<file path="config.mk">
export PLATFORM = sky130hd
export DESIGN_NAME = cve2_xif_offload_ctrl
export DESIGN_NICKNAME = d
export VERILOG_FILES = /design/src/rtl/cve2_xif_offload_ctrl.sv
export SDC_FILE = /design/constraint.sdc
export NUM_CORES = 1
export LEC_CHECK = 0
export ABC_AREA = 1
export CAP_MARGIN = 20
export CORE_AREA = 2 2 154 81
export CTS_CLUSTER_SIZE = 14
export DETAILED_ROUTE_END_ITERATION = 8
export DIE_AREA = 0 0 156 83
export PLACE_DENSITY = 0.82
export SYNTH_ARGS = -nofsm -noshare
export SYNTH_HDL_FRONTEND = slang
export SYNTH_SLANG_ARGS = --single-unit
export TNS_END_PERCENT = 5
</file>
<file path="constraint.sdc">
create_clock -name clk_i -period 1.8 [get_ports clk_i]
set_input_delay 0.36 -clock clk_i [delete_from_list [all_inputs] [get_ports clk_i]]
set_output_delay 0.36 -clock clk_i [all_outputs]
set_load 0.02 [all_outputs]
</file>
<file path="src/rtl/cve2_xif_offload_ctrl.sv">
// Core-side CORE-V XIF offload sequencer: one offload at a time through issue, commit, register and result.
// Define CVE2_XIF_TIMEOUT_EN to add a result watchdog that raises an illegal-instruction exception.
module cve2_xif_offload_ctrl #(
  parameter int X_ID_WIDTH     = 4,
  parameter int X_NUM_RS       = 2,
  parameter int TIMEOUT_CYCLES = 1024
) (
  input  logic                    clk_i,
  input  logic                    rst_ni,
  input  logic                    instr_valid_i,
  input  logic [31:0]             instr_i,
  input  logic                    offload_req_i,
  input  logic                    kill_i,
  input  logic [31:0]             rs1_i,
  input  logic [31:0]             rs2_i,
  output logic                    stall_o,
  output logic                    offload_done_o,
  output logic                    offload_illegal_o,
  output logic                    exc_o,
  output logic [5:0]              exccode_o,
  output logic                    timeout_o,
  output logic                    rf_we_o,
  output logic [4:0]              rf_waddr_o,
  output logic [31:0]             rf_wdata_o,
  output logic                    x_issue_valid_o,
  input  logic                    x_issue_ready_i,
  output logic [31:0]             x_issue_instr_o,
  output logic [X_ID_WIDTH-1:0]   x_issue_id_o,
  input  logic                    x_issue_accept_i,
  input  logic                    x_issue_writeback_i,
  output logic                    x_commit_valid_o,
  output logic [X_ID_WIDTH-1:0]   x_commit_id_o,
  output logic                    x_commit_kill_o,
  output logic                    x_register_valid_o,
  input  logic                    x_register_ready_i,
  output logic [X_ID_WIDTH-1:0]   x_register_id_o,
  output logic [32*X_NUM_RS-1:0]  x_register_rs_o,
  output logic [X_NUM_RS-1:0]     x_register_rs_valid_o,
  input  logic                    x_result_valid_i,
  output logic                    x_result_ready_o,
  input  logic [X_ID_WIDTH-1:0]   x_result_id_i,
  input  logic [31:0]             x_result_data_i,
  input  logic [4:0]              x_result_rd_i,
  input  logic                    x_result_we_i,
  input  logic                    x_result_exc_i,
  input  logic [5:0]              x_result_exccode_i
);

  typedef enum logic [1:0] {IDLE, ISSUE, REGISTER, WAIT_RESULT} state_t;

  state_t                r_state;
  state_t                w_state_next;
  logic [X_ID_WIDTH-1:0] r_id;
  logic [X_ID_WIDTH-1:0] r_out_id;
  logic [31:0]           r_instr;
  logic                  r_kill_q;
  logic                  r_commit_valid;
  logic [X_ID_WIDTH-1:0] r_commit_id;
  logic                  r_commit_kill;
  logic                  r_done;
  logic                  r_illegal;
  logic                  r_exc;
  logic [5:0]            r_exccode;
  logic                  r_timeout;
  logic                  r_rf_we;
  logic [4:0]            r_rf_waddr;
  logic [31:0]           r_rf_wdata;

  logic w_start;
  logic w_issue_hs;
  logic w_reg_hs;
  logic w_result_match;
  logic w_timeout_hit;
  logic w_unused;

  assign w_start        = (r_state == IDLE) && instr_valid_i && offload_req_i && !kill_i;
  assign w_issue_hs     = (r_state == ISSUE) && x_issue_ready_i;
  assign w_reg_hs       = (r_state == REGISTER) && x_register_ready_i;
  assign w_result_match = (r_state == WAIT_RESULT) && x_result_valid_i && (x_result_id_i == r_out_id);
  assign w_unused       = x_issue_writeback_i ^ (TIMEOUT_CYCLES < 1);

`ifdef CVE2_XIF_TIMEOUT_EN
  localparam int TW = $clog2(TIMEOUT_CYCLES) + 1;
  logic [TW-1:0] r_timer;

  always_ff @(posedge clk_i) begin
    if (!rst_ni || r_state != WAIT_RESULT) r_timer <= '0;
    else                                   r_timer <= r_timer + 1'b1;
  end

  assign w_timeout_hit = (r_state == WAIT_RESULT) && (r_timer == TW'(TIMEOUT_CYCLES - 1));
`else
  assign w_timeout_hit = 1'b0;
`endif

  always_ff @(posedge clk_i) begin
    if (!rst_ni) r_state <= IDLE;
    else         r_state <= w_state_next;
  end

  always_comb begin
    w_state_next          = r_state;
    stall_o               = (r_state != IDLE) || w_start;
    x_issue_valid_o       = 1'b0;
    x_register_valid_o    = 1'b0;
    x_register_rs_o       = '0;
    x_register_rs_valid_o = '0;
    x_result_ready_o      = 1'b0;
    case (r_state)
      IDLE: begin
        if (w_start) w_state_next = ISSUE;
      end
      ISSUE: begin
        x_issue_valid_o = 1'b1;
        if (w_issue_hs) w_state_next = x_issue_accept_i ? REGISTER : IDLE;
      end
      REGISTER: begin
        x_register_valid_o    = 1'b1;
        x_register_rs_o       = {rs2_i, rs1_i};
        x_register_rs_valid_o = '1;
        if (w_reg_hs) w_state_next = r_kill_q ? IDLE : WAIT_RESULT;
      end
      WAIT_RESULT: begin
        x_result_ready_o = 1'b1;
        if (w_result_match || w_timeout_hit) w_state_next = IDLE;
      end
      default: w_state_next = IDLE;
    endcase
  end

  // Pulses default low every cycle; a kill sampled on the handshake cycle still reaches the commit.
  always_ff @(posedge clk_i) begin
    if (!rst_ni) begin
      r_id           <= '0;
      r_out_id       <= '0;
      r_instr        <= '0;
      r_kill_q       <= 1'b0;
      r_commit_valid <= 1'b0;
      r_commit_id    <= '0;
      r_commit_kill  <= 1'b0;
      r_done         <= 1'b0;
      r_illegal      <= 1'b0;
      r_exc          <= 1'b0;
      r_exccode      <= '0;
      r_timeout      <= 1'b0;
      r_rf_we        <= 1'b0;
      r_rf_waddr     <= '0;
      r_rf_wdata     <= '0;
    end else begin
      r_commit_valid <= 1'b0;
      r_done         <= 1'b0;
      r_illegal      <= 1'b0;
      r_exc          <= 1'b0;
      r_exccode      <= '0;
      r_timeout      <= 1'b0;
      r_rf_we        <= 1'b0;
      r_rf_waddr     <= '0;
      r_rf_wdata     <= '0;
      if (w_start) begin
        r_instr  <= instr_i;
        r_kill_q <= 1'b0;
      end
      if (r_state == ISSUE && kill_i) r_kill_q <= 1'b1;
      if (w_issue_hs) begin
        r_id           <= r_id + 1'b1;
        r_out_id       <= r_id;
        r_commit_valid <= 1'b1;
        r_commit_id    <= r_id;
        r_commit_kill  <= r_kill_q || kill_i || !x_issue_accept_i;
        r_illegal      <= !x_issue_accept_i;
      end
      if (w_reg_hs && r_kill_q) r_done <= 1'b1;
      if (w_result_match) begin
        r_done <= 1'b1;
        r_exc  <= x_result_exc_i;
        if (x_result_exc_i) r_exccode <= x_result_exccode_i;
        if (x_result_we_i && !x_result_exc_i) begin
          r_rf_we    <= 1'b1;
          r_rf_waddr <= x_result_rd_i;
          r_rf_wdata <= x_result_data_i;
        end
      end else if (w_timeout_hit) begin
        r_timeout <= 1'b1;
        r_exc     <= 1'b1;
        r_exccode <= 6'd2;
      end
    end
  end

  assign offload_done_o    = r_done;
  assign offload_illegal_o = r_illegal;
  assign exc_o             = r_exc;
  assign exccode_o         = r_exccode;
  assign timeout_o         = r_timeout;
  assign rf_we_o           = r_rf_we;
  assign rf_waddr_o        = r_rf_waddr;
  assign rf_wdata_o        = r_rf_wdata;
  assign x_issue_instr_o   = r_instr;
  assign x_issue_id_o      = r_id;
  assign x_commit_valid_o  = r_commit_valid;
  assign x_commit_id_o     = r_commit_id;
  assign x_commit_kill_o   = r_commit_kill;
  assign x_register_id_o   = r_out_id;

endmodule
</file>
==> results.tsv, run 1 <==
metric	value	unit
outcome	completed	
initial antenna violation count	0	
via count	4143	
core region area	11500	µm²
Syn. warnings	0	
CTS tree	done	
post-CTS setup buffers	0	
routed vias/inst	4.15	
Synth top area share	50.6	%
Final Skew	0.0172	ns
Power Density	1000	nW/µm²
CTS sink count	92	
RSZ-0062 raised after global routing	true	
fraction of layout cells with a size suffix above 1	12.2	%
latest clock arrival within the worst-skew pair	0.34	ns
first-pass GRT wire length	21700	µm
Buffers on Ports	316	
Overflow after GRT	0	
CP max-delay cell	dlygate4sd2_1	
Post-synth EDFFs	0	
n_diodes	0	
Final ANT Viol Nets	0	
Die W	156	µm
kind of end point of the critical path	output port	
gpl congestion	0.863	
hold buffer count at CTS	0	
Critical Path AT	1.42	ns
Longest Clk Path Bufs	2	
synthesized cell area	3640	µm²
dpl cell area	6980	µm²
min-delay worst type	flip-flop to flip-flop	
Fill cells	1039	
Setup CP Type	flip-flop to output port	
setup tns final	0	ns
Nets	1000	
Commonest cells post-synth	nor2_1 (182), inv_1 (132), dfxtp_1 (92), o21ai_0 (39), nand2_1 (24)	
Max Clk Rate	563	MHz
pre-CTS WS	-0.242	ns
max_cap viols	0	
Max FO, Critical Path	4	
Final Util	60.8	%
I/O pin cnt	319	
Residual DRC	0	
final setup violation count	0	
distinct cell type count after synthesis	24	
Die Area	12900	µm²
FP Rows	28	
CP cell instances	inv_1 -> nand2_2 -> buf_4 -> inv_1 -> dlygate4sd2_1	
Area contributors post-synth	dfxtp_1 (51%), nor2_1 (19%), inv_1 (14%), o21ai_0 (5.4%), nand2_1 (2.5%)	
leak pwr	3.60	nW
register bit total from synthesis	92	
CTS buffer count	9	
Area Overhead vs Synth	92.6	%
max incr delay on CP	0.36	ns
Max Slew Vio Count	0	
initial DRC count	214	
CTS root buffer	clkbuf_16	
largest net degree at the start of global routing	51	
starting density of the core	31.6	%
final WL	13900	µm
WP data required	1.44	ns
post-route design area	7010	µm²
CTS resizes	173	
peak supply drop	0.528	mV
Top FF cell, synth	dfxtp_1	
Hold Slack	0.509	ns
Async SR Flop Fraction	0	%
number of global-route vias before repair	4053	
DR WL/cell	13.9	µm
startpoint types	flip-flop	
Die Y	83	µm
Yosys top cell by area	dfxtp_1	
First-pass DRT Iterations	4	
Tcrit/Tclk final	98.7	%
Synth Area per Inst	6.90	µm²
Final Hold Vio Count	0	
Cells after Synth	527	
Reg clk slew, reported paths	0.07	ns
Overall Global Routing Usage	21.5	%
H-tree depth	3	
Syn Nets	683	
most common cell in the netlist	nor2_1	
DP Wirelength	11300	µm
cell mode on critical path	inv_1	
Final min period	1.78	ns
share of the yosys chip area belonging to registers	50.6	%
Final WS setup	0.0226	ns
## placed cells by master (no fill, tap or decap), types with 2 or more instances in the layout
master             n
a21oi_1            9
buf_12             2
buf_2             46
buf_4             23
clkbuf_16          9
clkbuf_2          11
clkdlybuf4s15_2    2
clkdlybuf4s50_1  243
clkinv_8           2
dfxtp_1           92
dlygate4sd2_1      4
dlymetal6s2s_1     3
inv_1            132
inv_8              2
nand2_1           23
nand3_1            8
nor2_1           182
o21ai_0           39
## through the flow
stage	total power, W	std cells
after floorplan	0.00380	527
after global placement	0.00554	983
after detailed placement	0.00555	983
after CTS	0.00731	999
after global routing	0.00743	999
final	0.00703	999
## cells by family after synthesis
family,synth area share [%]
AND/OR/NAND/NOR,23.5
buffers and inverters,18.0
flip-flops,50.6
AO/OA/AOI/OAI,7.19
XOR/XNOR,0.241
adder cells (fa/ha/maj),0.344
other,0.103
## state kept, by name, indices dropped and copies added (netlist names)
signal	flops
rf_we_o	1
exccode_o	6
x_commit_kill_o	1
x_commit_valid_o	1
x_issue_instr_o	32
rf_wdata_o	32
rf_waddr_o	5
r_state	2
x_issue_id_o	4
exc_o	1
offload_illegal_o	1
x_commit_id_o	4
offload_done_o	1
r_kill_q	1
## report_power, final
group	switching, W	internal [W]
registers	0.0000842	0.00218
clock network	0.000894	0.000988
logic	0.00169	0.00120
total	0.00267	0.00436
## worst max-delay path, delay by kind of cell (launching register included)
family                 cells  cell delay [ns]
flip-flops                 1             0.31
AND/OR/NAND/NOR            1             0.09
buffers and inverters      4             0.70
## final cells by class
class	count	area (µm²)	share of cell area, %
inverters	132	495	7.07
clock buffers	9	225	3.21
repair buffers	335	3040	43.3
multi-input cells	274	1140	16.3
clock inverters	7	80.1	1.14
flip-flops and latches	92	1840	26.3
well taps	150	188	2.68
## path summary, 6_finish.rpt
check | from | end | slack, ns | cells past startpoint
setup reg to reg | x_commit_id_o[0]$_SDFFE_PN0N_ | rf_waddr_o[4]$_SDFF_PN0_ | 0.24 | 9
hold reg to reg | x_commit_id_o[1]$_SDFFE_PN0N_ | x_commit_id_o[1]$_SDFFE_PN0N_ | 0.51 | 2
setup / recovery | r_state[0]$_SDFFE_PN0P_ | x_register_rs_valid_o[1] | 0.02 | 5
hold / removal | x_commit_id_o[1]$_SDFFE_PN0N_ | x_commit_id_o[1]$_SDFFE_PN0N_ | 0.51 | 2
## routing by layer
layer / GRT usage (%) / routed length [µm]
met5: 0 / 0
met4: 5.25 / 246
met3: 8.30 / 1300
met2: 35.8 / 6370
met1: 26.1 / 6020
Power figures use the tool's default switching activity.
==> run 2: changes to the inputs <==
--- a/config.mk
+++ b/config.mk
@@ -7,11 +7,11 @@
 export LEC_CHECK = 0
 export ABC_AREA = 1
 export CAP_MARGIN = 20
-export CORE_AREA = 2 2 154 81
+export CORE_AREA = 3 3 155 82
 export CTS_CLUSTER_SIZE = 14
 export DETAILED_ROUTE_END_ITERATION = 8
-export DIE_AREA = 0 0 156 83
-export PLACE_DENSITY = 0.82
+export DIE_AREA = 0 0 158 85
+export PLACE_DENSITY_LB_ADDON = 0.1
 export SYNTH_ARGS = -nofsm -noshare
 export SYNTH_HDL_FRONTEND = slang
 export SYNTH_SLANG_ARGS = --single-unit
==> run 2 against run 1 <==
Against the previous run: hold slack barely moved; largest cell class unchanged; critical endpoint is now x_register_rs_o[13]; cell count unchanged; first-iteration DRC count is 29% lower; clock power hardly changed; critical path depth is the same; count of clock-buffer cells in the layout unchanged.
==> results.tsv, run 2 (same netlist as run 1, synthesis figures left out) <==
metric	value	unit
leak pwr	3.58	nW
setup tns final	0	ns
met1 wire length	5990	µm
metal3 WL	1660	µm
CTS sink count	92	
Buffers on Ports	316	
final setup violation count	0	
Max Clk Rate	561	MHz
initial antenna violation count	2	
top layer in use	met5	
Area Overhead vs Synth	93.0	%
Max FO, Critical Path	23	
WP data required	1.44	ns
most frequent cells in the layout	clkdlybuf4s50_1 (245), nor2_1 (178), inv_1 (132), dfxtp_1 (92), buf_2 (52)	
fraction of layout cells with a size suffix above 1	13.0	%
post-route design area	7020	µm²
Final Skew	0.0130	ns
startpoint types	flip-flop	
Longest Clk Path Bufs	2	
Max Slew Vio Count	0	
area of the multi-input gates	1160	µm²
final WL	15300	µm
outcome	completed	
RSZ-0062 raised after global routing	true	
CTS tree	done	
H-tree depth	3	
Final min period	1.78	ns
Reg clk slew, reported paths	0.07	ns
Die W	158	µm
Die Y	85	µm
FF/Latch Area	1840	µm²
routed vias/inst	4.23	
max_cap viols	0	
via count	4226	
Overflow after GRT	0	
dpl cell area	7010	µm²
commonest non-fill, non-tap cell in the layout	clkdlybuf4s50_1	
CTS buffer count	9	
DR WL/cell	15.3	µm
number of global-route vias before repair	4221	
post-CTS setup buffers	0	
Overall Global Routing Usage	21.9	%
DP Wirelength	12500	µm
FP Rows	28	
First-pass DRT Iterations	4	
Layout Cells excl Fill	999	
Setup CP Type	flip-flop to output port	
kind of end point of the critical path	output port	
starting density of the core	31.6	%
CTS root buffer	clkbuf_16	
Final Power	0.00711	W
core region area	11500	µm²
Final ANT Viol Nets	0	
latest clock arrival within the worst-skew pair	0.34	ns
wire length on met2	7350	µm
Tcrit/Tclk final	99.0	%
Final Hold Vio Count	0	
Die Area	13400	µm²
Nets	1000	
I/O pin cnt	319	
first-pass GRT wire length	22900	µm
gpl congestion	0.865	
min-delay worst type	flip-flop to flip-flop	
Fill cells	1063	
peak supply drop	0.538	mV
Power Density	1010	nW/µm²
Residual DRC	0	
Critical Path AT	1.42	ns
initial DRC count	151	
largest net degree at the start of global routing	39	
Placed Cells	983	
n_diodes	0	
-- run 2: changes by cell type in the layout (fill, tap and decap cells not counted), sizes merged --
| cell | before | now |
|---|---|---|
| clkinvlp | 1 | 0 |
| clkdlybuf4s50 | 243 | 245 |
| dlygate4sd2 | 4 | 2 |
| buf | 71 | 74 |
| inv | 135 | 134 |
| clkinv | 3 | 5 |
| clkbuf | 20 | 19 |
| dlymetal6s2s | 3 | 1 |
-- run 2: routing by layer --
layer	vias up	GRT usage, %
met1	1906	25.0
met5	-	0
met4	2	4.45
met2	170	38.3
met3	22	9.93
li1	2126	-
-- run 2: critical path, stage by stage (launching register included) --
cell	delay, ns
dfxtp_1	0.31
inv_1	0.11
nand2_4	0.09
buf_6	0.17
nor2_1	0.10
clkdlybuf4s15_1	0.31
-- run 2: what timing repair did --
action                     in CTS  in global routing
hold buffers                    0                  0
gates cloned                    0                  0
gates resized for setup       191                 69
setup endpoints to repair      69                 64
-- run 2: stage by stage --
stage	setup WS [ns]	utilization [%]	hold slack, ns
after global routing	-0.0946	60.9	0.537
final	0.0171	60.9	0.509
after CTS	-0.0290	63.7	0.512
after detailed placement	-0.253	60.8	0.501
after global placement	-0.298	60.8	0.492
after floorplan	0.274	-	0.437
-- run 2: cell type report --
cell class                      count  area share (%)
Inverter                          132            7.06
Sequential cell                    92            26.2
Timing Repair Buffer              335            43.2
Clock buffer                        9            3.21
Tap cell                          150            2.67
Clock inverter                      7            1.16
Multi-Input combinational cell    274            16.5
-- run 2: final timing paths --
path                                                    from                            to  slack, ns  depth (start not counted)
worst min-delay path            x_issue_id_o[1]$_SDFFE_PN0N_  x_issue_id_o[1]$_SDFFE_PN0N_       0.51                          2
worst min register to register  x_issue_id_o[1]$_SDFFE_PN0N_  x_issue_id_o[1]$_SDFFE_PN0N_       0.51                          2
worst max register to register       r_state[1]$_SDFFE_PN0P_     rf_wdata_o[30]$_SDFF_PN0_       0.16                          8
worst max-delay path                 r_state[0]$_SDFFE_PN0P_           x_register_rs_o[13]       0.02                          5
-- run 2: power by group --
| group | internal, W | switching (W) | leakage (nW) |
|---|---|---|---|
| Clock | 0.000988 | 0.000903 | 0.149 |
| Combinational | 0.00122 | 0.00173 | 2.68 |
| Sequential | 0.00218 | 0.0000937 | 0.745 |
==> run 3: changes to the inputs <==
--- a/config.mk
+++ b/config.mk
@@ -12,6 +12,7 @@
 export DETAILED_ROUTE_END_ITERATION = 8
 export DIE_AREA = 0 0 158 85
 export PLACE_DENSITY_LB_ADDON = 0.1
+export SLEW_MARGIN = 30
 export SYNTH_ARGS = -nofsm -noshare
 export SYNTH_HDL_FRONTEND = slang
 export SYNTH_SLANG_ARGS = --single-unit
==> results of run 3 <==
Same layout as run 2: the final DEF is identical, and so are final timing and power.
